## config.mk

```make
export PLATFORM = sky130hd
export DESIGN_NAME = frog_ctrl
export DESIGN_NICKNAME = d
export VERILOG_FILES = /design/src/rtl/frog_ctrl.sv
export SDC_FILE = /design/constraint.sdc
export NUM_CORES = 1
export LEC_CHECK = 0
export ABC_AREA = 1
export CORE_MARGIN = 10
export CORE_UTILIZATION = 30
export CTS_BUF_LIST = sky130_fd_sc_hd__clkbuf_8
export DETAILED_ROUTE_END_ITERATION = 8
export HOLD_SLACK_MARGIN = 0.08
export SETUP_SLACK_MARGIN = 0.2
export SLEW_MARGIN = 20
export SYNTH_ARGS = -nofsm -noshare
export SYNTH_HDL_FRONTEND = slang
export SYNTH_SLANG_ARGS = --single-unit
```

## constraint.sdc

```tcl
create_clock -name clk_100MHz -period 3.95 [get_ports clk_100MHz]
set_clock_uncertainty 0.15 [all_clocks]
set_input_delay 0.9875 -clock clk_100MHz [delete_from_list [all_inputs] [get_ports clk_100MHz]]
set_output_delay 0.9875 -clock clk_100MHz [all_outputs]
set_load 0.02 [all_outputs]
```

## src/rtl/frog_ctrl.sv

```systemverilog
// Frame-synchronous frog-crossing game controller: button edges queue one move,
// and moves, hazards and home arrivals are resolved once per refresh_tick.
module frog_ctrl #(
    parameter int TILE         = 32,
    parameter int START_COL    = 9,
    parameter int LIVES        = 3,
    parameter int DEATH_FRAMES = 60
) (
    input  logic       clk_100MHz,
    input  logic       reset,
    input  logic       refresh_tick,
    input  logic       btn_up,
    input  logic       btn_down,
    input  logic       btn_left,
    input  logic       btn_right,
    input  logic       hazard,
    output logic [9:0] frog_x,
    output logic [9:0] frog_y,
    output logic [4:0] homes_filled,
    output logic [1:0] lives,
    output logic [7:0] score,
    output logic       frog_dead,
    output logic       game_won,
    output logic       game_over
);
    localparam int               CNT_W    = $clog2(DEATH_FRAMES + 1);
    localparam logic [CNT_W-1:0] CNT_LAST = CNT_W'(DEATH_FRAMES - 1);
    localparam logic [CNT_W-1:0] CNT_ONE  = CNT_W'(1);
    localparam logic [9:0]       TILE_W   = 10'(TILE);
    localparam logic [4:0]       START_C  = 5'(START_COL);
    localparam logic [3:0]       START_R  = 4'd12;
    localparam logic [4:0]       LAST_COL = 5'd17;
    localparam logic [1:0]       LIVES_W  = 2'(LIVES);

    typedef enum logic [2:0] {S_IDLE, S_PLAY, S_DYING, S_WON, S_OVER} state_e;
    typedef enum logic [2:0] {MV_NONE, MV_UP, MV_DOWN, MV_LEFT, MV_RIGHT} move_e;

    state_e           state_q, state_d;
    move_e            pend_q, pend_d, edge_mv_s;
    logic [4:0]       col_q, col_d, tgt_col_s;
    logic [3:0]       row_q, row_d, tgt_row_s;
    logic [1:0]       lives_q, lives_d;
    logic [4:0]       homes_q, homes_d, new_homes_s;
    logic [7:0]       score_q, score_d, sc_s;
    logic [CNT_W-1:0] cnt_q, cnt_d;
    logic [3:0]       btn_q, btn_s, edge_s;
    logic [2:0]       hidx_s;
    logic             moved_s;

    function automatic logic [7:0] sat_add(input logic [7:0] a, input logic [7:0] b);
        logic [8:0] sum;
        sum = {1'b0, a} + {1'b0, b};
        return sum[8] ? 8'hFF : sum[7:0];
    endfunction

    function automatic logic [1:0] dec_life(input logic [1:0] l);
        return (l == 2'd0) ? 2'd0 : l - 2'd1;
    endfunction

    assign btn_s  = {btn_up, btn_down, btn_left, btn_right};
    assign edge_s = btn_s & ~btn_q;

    // Resolve simultaneous button edges to a single move, up first.
    always_comb begin
        if (edge_s[3]) begin
            edge_mv_s = MV_UP;
        end else if (edge_s[2]) begin
            edge_mv_s = MV_DOWN;
        end else if (edge_s[1]) begin
            edge_mv_s = MV_LEFT;
        end else if (edge_s[0]) begin
            edge_mv_s = MV_RIGHT;
        end else begin
            edge_mv_s = MV_NONE;
        end
    end

    // State register with synchronous reset.
    always_ff @(posedge clk_100MHz) begin
        if (reset) begin
            state_q <= S_IDLE;
            pend_q  <= MV_NONE;
            col_q   <= START_C;
            row_q   <= START_R;
            lives_q <= LIVES_W;
            homes_q <= 5'd0;
            score_q <= 8'd0;
            cnt_q   <= '0;
            btn_q   <= 4'd0;
        end else begin
            state_q <= state_d;
            pend_q  <= pend_d;
            col_q   <= col_d;
            row_q   <= row_d;
            lives_q <= lives_d;
            homes_q <= homes_d;
            score_q <= score_d;
            cnt_q   <= cnt_d;
            btn_q   <= btn_s;
        end
    end

    // Next-state and game datapath; the death counter defaults to zero so it is clear on DYING entry.
    always_comb begin
        state_d     = state_q;
        col_d       = col_q;
        row_d       = row_q;
        lives_d     = lives_q;
        homes_d     = homes_q;
        score_d     = score_q;
        cnt_d       = '0;
        tgt_col_s   = col_q;
        tgt_row_s   = row_q;
        moved_s     = 1'b0;
        sc_s        = score_q;
        hidx_s      = 3'd0;
        new_homes_s = homes_q;
        case (state_q)
            S_IDLE: begin
                if (edge_s != 4'd0) begin
                    state_d = S_PLAY;
                    lives_d = LIVES_W;
                    homes_d = 5'd0;
                    score_d = 8'd0;
                    col_d   = START_C;
                    row_d   = START_R;
                end else begin
                    state_d = S_IDLE;
                end
            end
            S_PLAY: begin
                if (refresh_tick && hazard) begin
                    lives_d = dec_life(lives_q);
                    state_d = S_DYING;
                end else if (refresh_tick) begin
                    case (pend_q)
                        MV_UP: begin
                            if (row_q != 4'd0) begin
                                tgt_row_s = row_q - 4'd1;
                                moved_s   = 1'b1;
                                sc_s      = sat_add(score_q, 8'd1);
                            end else begin
                                moved_s = 1'b0;
                            end
                        end
                        MV_DOWN: begin
                            if (row_q != START_R) begin
                                tgt_row_s = row_q + 4'd1;
                                moved_s   = 1'b1;
                            end else begin
                                moved_s = 1'b0;
                            end
                        end
                        MV_LEFT: begin
                            if (col_q != 5'd0) begin
                                tgt_col_s = col_q - 5'd1;
                                moved_s   = 1'b1;
                            end else begin
                                moved_s = 1'b0;
                            end
                        end
                        MV_RIGHT: begin
                            if (col_q != LAST_COL) begin
                                tgt_col_s = col_q + 5'd1;
                                moved_s   = 1'b1;
                            end else begin
                                moved_s = 1'b0;
                            end
                        end
                        default: moved_s = 1'b0;
                    endcase
                    col_d       = tgt_col_s;
                    row_d       = tgt_row_s;
                    score_d     = sc_s;
                    hidx_s      = tgt_col_s[4:2];
                    new_homes_s = homes_q | (5'd1 << hidx_s);
                    // Home i spans cols 4i and 4i+1; cols 4i+2 and 4i+3 are wall.
                    if (moved_s && (tgt_row_s == 4'd0)) begin
                        if (!tgt_col_s[1] && !homes_q[hidx_s]) begin
                            homes_d = new_homes_s;
                            score_d = sat_add(sc_s, 8'd10);
                            if (new_homes_s == 5'b11111) begin
                                state_d = S_WON;
                            end else begin
                                col_d = START_C;
                                row_d = START_R;
                            end
                        end else begin
                            lives_d = dec_life(lives_q);
                            state_d = S_DYING;
                        end
                    end else begin
                        state_d = S_PLAY;
                    end
                end else begin
                    state_d = S_PLAY;
                end
            end
            S_DYING: begin
                if (refresh_tick && (cnt_q == CNT_LAST)) begin
                    if (lives_q == 2'd0) begin
                        state_d = S_OVER;
                    end else begin
                        state_d = S_PLAY;
                        col_d   = START_C;
                        row_d   = START_R;
                    end
                end else if (refresh_tick) begin
                    cnt_d = cnt_q + CNT_ONE;
                end else begin
                    cnt_d = cnt_q;
                end
            end
            S_WON, S_OVER: begin
                if (edge_s != 4'd0) begin
                    state_d = S_IDLE;
                end else begin
                    state_d = state_q;
                end
            end
            default: state_d = S_IDLE;
        endcase
    end

    // Pending move: a fresh edge always wins, even over the consume on a tick.
    always_comb begin
        if (state_q != S_PLAY) begin
            pend_d = MV_NONE;
        end else if (edge_s != 4'd0) begin
            pend_d = edge_mv_s;
        end else if (refresh_tick) begin
            pend_d = MV_NONE;
        end else begin
            pend_d = pend_q;
        end
    end

    // Status flags decoded from the registered state.
    always_comb begin
        frog_dead = 1'b0;
        game_won  = 1'b0;
        game_over = 1'b0;
        case (state_q)
            S_DYING: frog_dead = 1'b1;
            S_WON:   game_won  = 1'b1;
            S_OVER:  game_over = 1'b1;
            default: frog_dead = 1'b0;
        endcase
    end

    assign frog_x       = TILE_W + TILE_W * {5'd0, col_q};
    assign frog_y       = 10'd36 + TILE_W * {6'd0, row_q};
    assign homes_filled = homes_q;
    assign lives        = lives_q;
    assign score        = score_q;
endmodule

```

==> results.py <==
metrics = {
    "global_route": {
        "gr-total-overflow": 0,
        "grt_start_max_net_pins": 24,
        "grtUsageTotal": 0.111,
        "grt_pass1_wl_um": 15200,
        "grt_pass1_vias": 3256,
        "antenna_found_initial": 0,
    },
    "power_and_ir_drop": {
        "power.internal_uw": 729,
        "power_frac_comb": 0.311,
        "power.switching_uw": 398,
        "p_clk_frac": 0.291,
        "netSwitchingFraction": 0.353,
        "finalPower_mw": 1.13,
        "power_leakage_nw": 1.72,
        "p_per_area_nw_per_um2": 288,
        "seqPwrFrac": 0.398,
        "ir_drop_mv": 0.138,
    },
    "setup_path": {
        "cp_data_required_time_ns": 2.81,
        "start_kind": "register",
        "cp_max_fo": 8,
        "cp-end-kind": "primary output",
        "criticalPathCategory": "reg -> out",
        "arrival_ns": 1.93,
    },
    "synthesis": {
        "seq_area_frac_synth": 0.239,
        "synthArstFlopShare": 0,
        "synth_top_cell_area_share": 0.239,
        "netlist_area_sq_um": 3350,
        "ys_seq_elements": 40,
        "ys_top_cells_by_area": "dfxtp_1, nand2_1, inv_1",
        "synth.distinct_cells": 41,
        "synth_area_leader_cell": "dfxtp_1",
        "synth-edff-count": 0,
        "syn_inst": 537,
        "syn_avg_cell_area_sq_um": 6.23,
        "yosys_warnings": 0,
        "synthFlopType": "dfxtp_1",
    },
    "final_layout": {
        "fin_nets": 590,
        "fill_cells": 1174,
        "finalInstanceArea_sq_um": 3910,
        "multi_input_area_sq_um": 2160,
        "antenna_cells": 0,
        "ff_latch_area_sq_um": 801,
        "area_delta_synth_final_pct": 16.8,
        "final_cell_mix": "nand2_1, inv_1, nor2_1",
        "drive_above_1_share": 0.125,
        "layout_commonest_cell": "nand2_1",
    },
    "status": {
        "outcome": "finished clean",
    },
    "routing": {
        "dr.pass1.iters": 4,
        "wl_um": 8930,
        "drtIter0Drc": 260,
        "top_layer": "met4",
        "met2_length_um": 3990,
        "route.detailed.drc": 0,
        "wl_met3_um": 521,
        "met1_length_um": 4340,
        "vias": 3371,
        "ant_nets": 0,
        "wl_per_cell_um": 12.5,
        "viasPerCell": 4.72,
    },
    "floorplanning": {
        "die_w_um": 126,
        "coreArea_sq_um": 10900,
        "dieArea_sq_um": 15800,
        "io_pins": 46,
        "row_count": 38,
        "initial_core_util": 0.307,
        "die_h_um": 126,
    },
    "timing": {
        "timing.fmax_mhz": 326,
        "rsz0062_at_grt": "no",
        "finalMaxSlewViolations": 0,
        "setup_viol": 0,
        "fin_hold_ws_ns": 0.345,
        "setup_tns_ns": 0,
        "hold_viol": 0,
        "min_period_ns": 3.06,
        "finalCritPeriodShare": 0.776,
    },
    "placed_design": {
        "hpwl_um": 7270,
        "place_area_sq_um": 3800,
        "port_buffers": 35,
        "globalplace.congestion": 0.901,
    },
    "clock_tree": {
        "htreeDepth": 2,
        "clock_sinks": 40,
        "post_cts_resized": 0,
        "cts_tree": "yes",
        "cts-buffers-inserted": 5,
        "root_buffer": "clkbuf_8",
        "cts.clk_slew.worst_paths_ns": 0.08,
        "clockBufferDepth": 2,
        "cts_setup_buffers": 0,
        "hold_buffers": 0,
        "insertion_delay_ns": 0.30,
    },
    "run": {
        "drv_cap": 0,
    },
    "worst_hold_path": {
        "hold_class": "reg -> reg",
    },
}
[synthesized netlist by cell type (2+ instances only)]
cell	n
nand3_1	49
nand3_2	7
nor2_2	7
o21ai_1	7
or2_2	3
inv_2	8
dfxtp_1	40
o21ai_0	12
nor2_1	63
nor3_1	2
conb_1	2
o211ai_1	3
nand4_1	6
o21bai_1	2
nor3b_1	2
ha_1	9
clkbuf_1	4
a21oi_1	32
clkinv_1	2
nor3_4	2
nand2_4	5
nor2_4	7
xor2_1	9
nand2_2	14
buf_4	12
inv_1	67
nand2_1	147
[power by group through the flow]
| stage | logic, mW | registers (mW) | clock network, mW |
|---|---|---|---|
| after detailed placement | 0.351 | 0.459 | 0 |
| after global placement | 0.342 | 0.458 | 0 |
| after CTS | 0.352 | 0.449 | 0.332 |
| final | 0.351 | 0.449 | 0.328 |
| after global routing | 0.392 | 0.452 | 0.351 |
| after floorplan | 0.263 | 0.450 | 0 |
[sequential cells by signal, indices dropped and copies added (netlist names)]
signal / cells
btn_q: 4
cnt_q: 6
col_q: 5
homes_filled: 5
lives: 2
pend_q: 3
row_q: 4
score: 8
state_q: 3
[layer usage]
metal,vias to the layer above,GRT usage
met4,0,0.0325
met5,-,0
li1,1741,-
met1,1538,0.143
met3,9,0.0245
met2,83,0.180
[worst max-delay path, cell delays in order (launching register included)]
cell	delay, ns
dfxtp_1	0.58
nand2_1	0.15
o21ai_1	0.18
nand2_1	0.07
inv_1	0.05
clkdlybuf4s50_1	0.59
[stage by stage]
step,cells,utilization,worst slack (ns)
2_1_floorplan,545,-,1.34
3_3_place_gp,706,0.349,0.764
3_5_place_dp,706,0.349,0.648
4_1_cts,714,0.359,0.874
5_1_grt,714,0.359,0.601
6_report,714,0.359,0.885
[path summary, 6_finish.rpt]
kind                                from        end  slack, ns  cells past startpoint
worst max register to register  row_q[0]   score[7]       0.92                     21
worst min-delay path            cnt_q[1]   cnt_q[1]       0.34                      2
worst min register to register  cnt_q[1]   cnt_q[1]       0.34                      2
worst max-delay path            col_q[2]  frog_x[9]       0.89                      5
[kinds of logic (layout without fill, tap and decap cells)]
logic type / after synthesis / count (layout) / share of synthesized area
xor+xnor: 10 / 10 / 0.0262
fa+ha+maj: 9 / 9 / 0.0337
buf+inv: 95 / 124 / 0.125
compound gates: 59 / 59 / 0.0987
flops: 40 / 40 / 0.239
other cells: 2 / 10 / 0.00224
simple gates: 322 / 322 / 0.475
[layout make-up]
| cell class | count | share of cell area |
|---|---|---|
| clock inverter | 3 | 0.00992 |
| multi-input combinational | 410 | 0.552 |
| timing repair buffer | 39 | 0.0973 |
| clock buffer | 5 | 0.0176 |
| sequential | 40 | 0.205 |
| inverter | 77 | 0.0739 |
| tap | 140 | 0.0448 |
(Power assumes the default switching activity.)
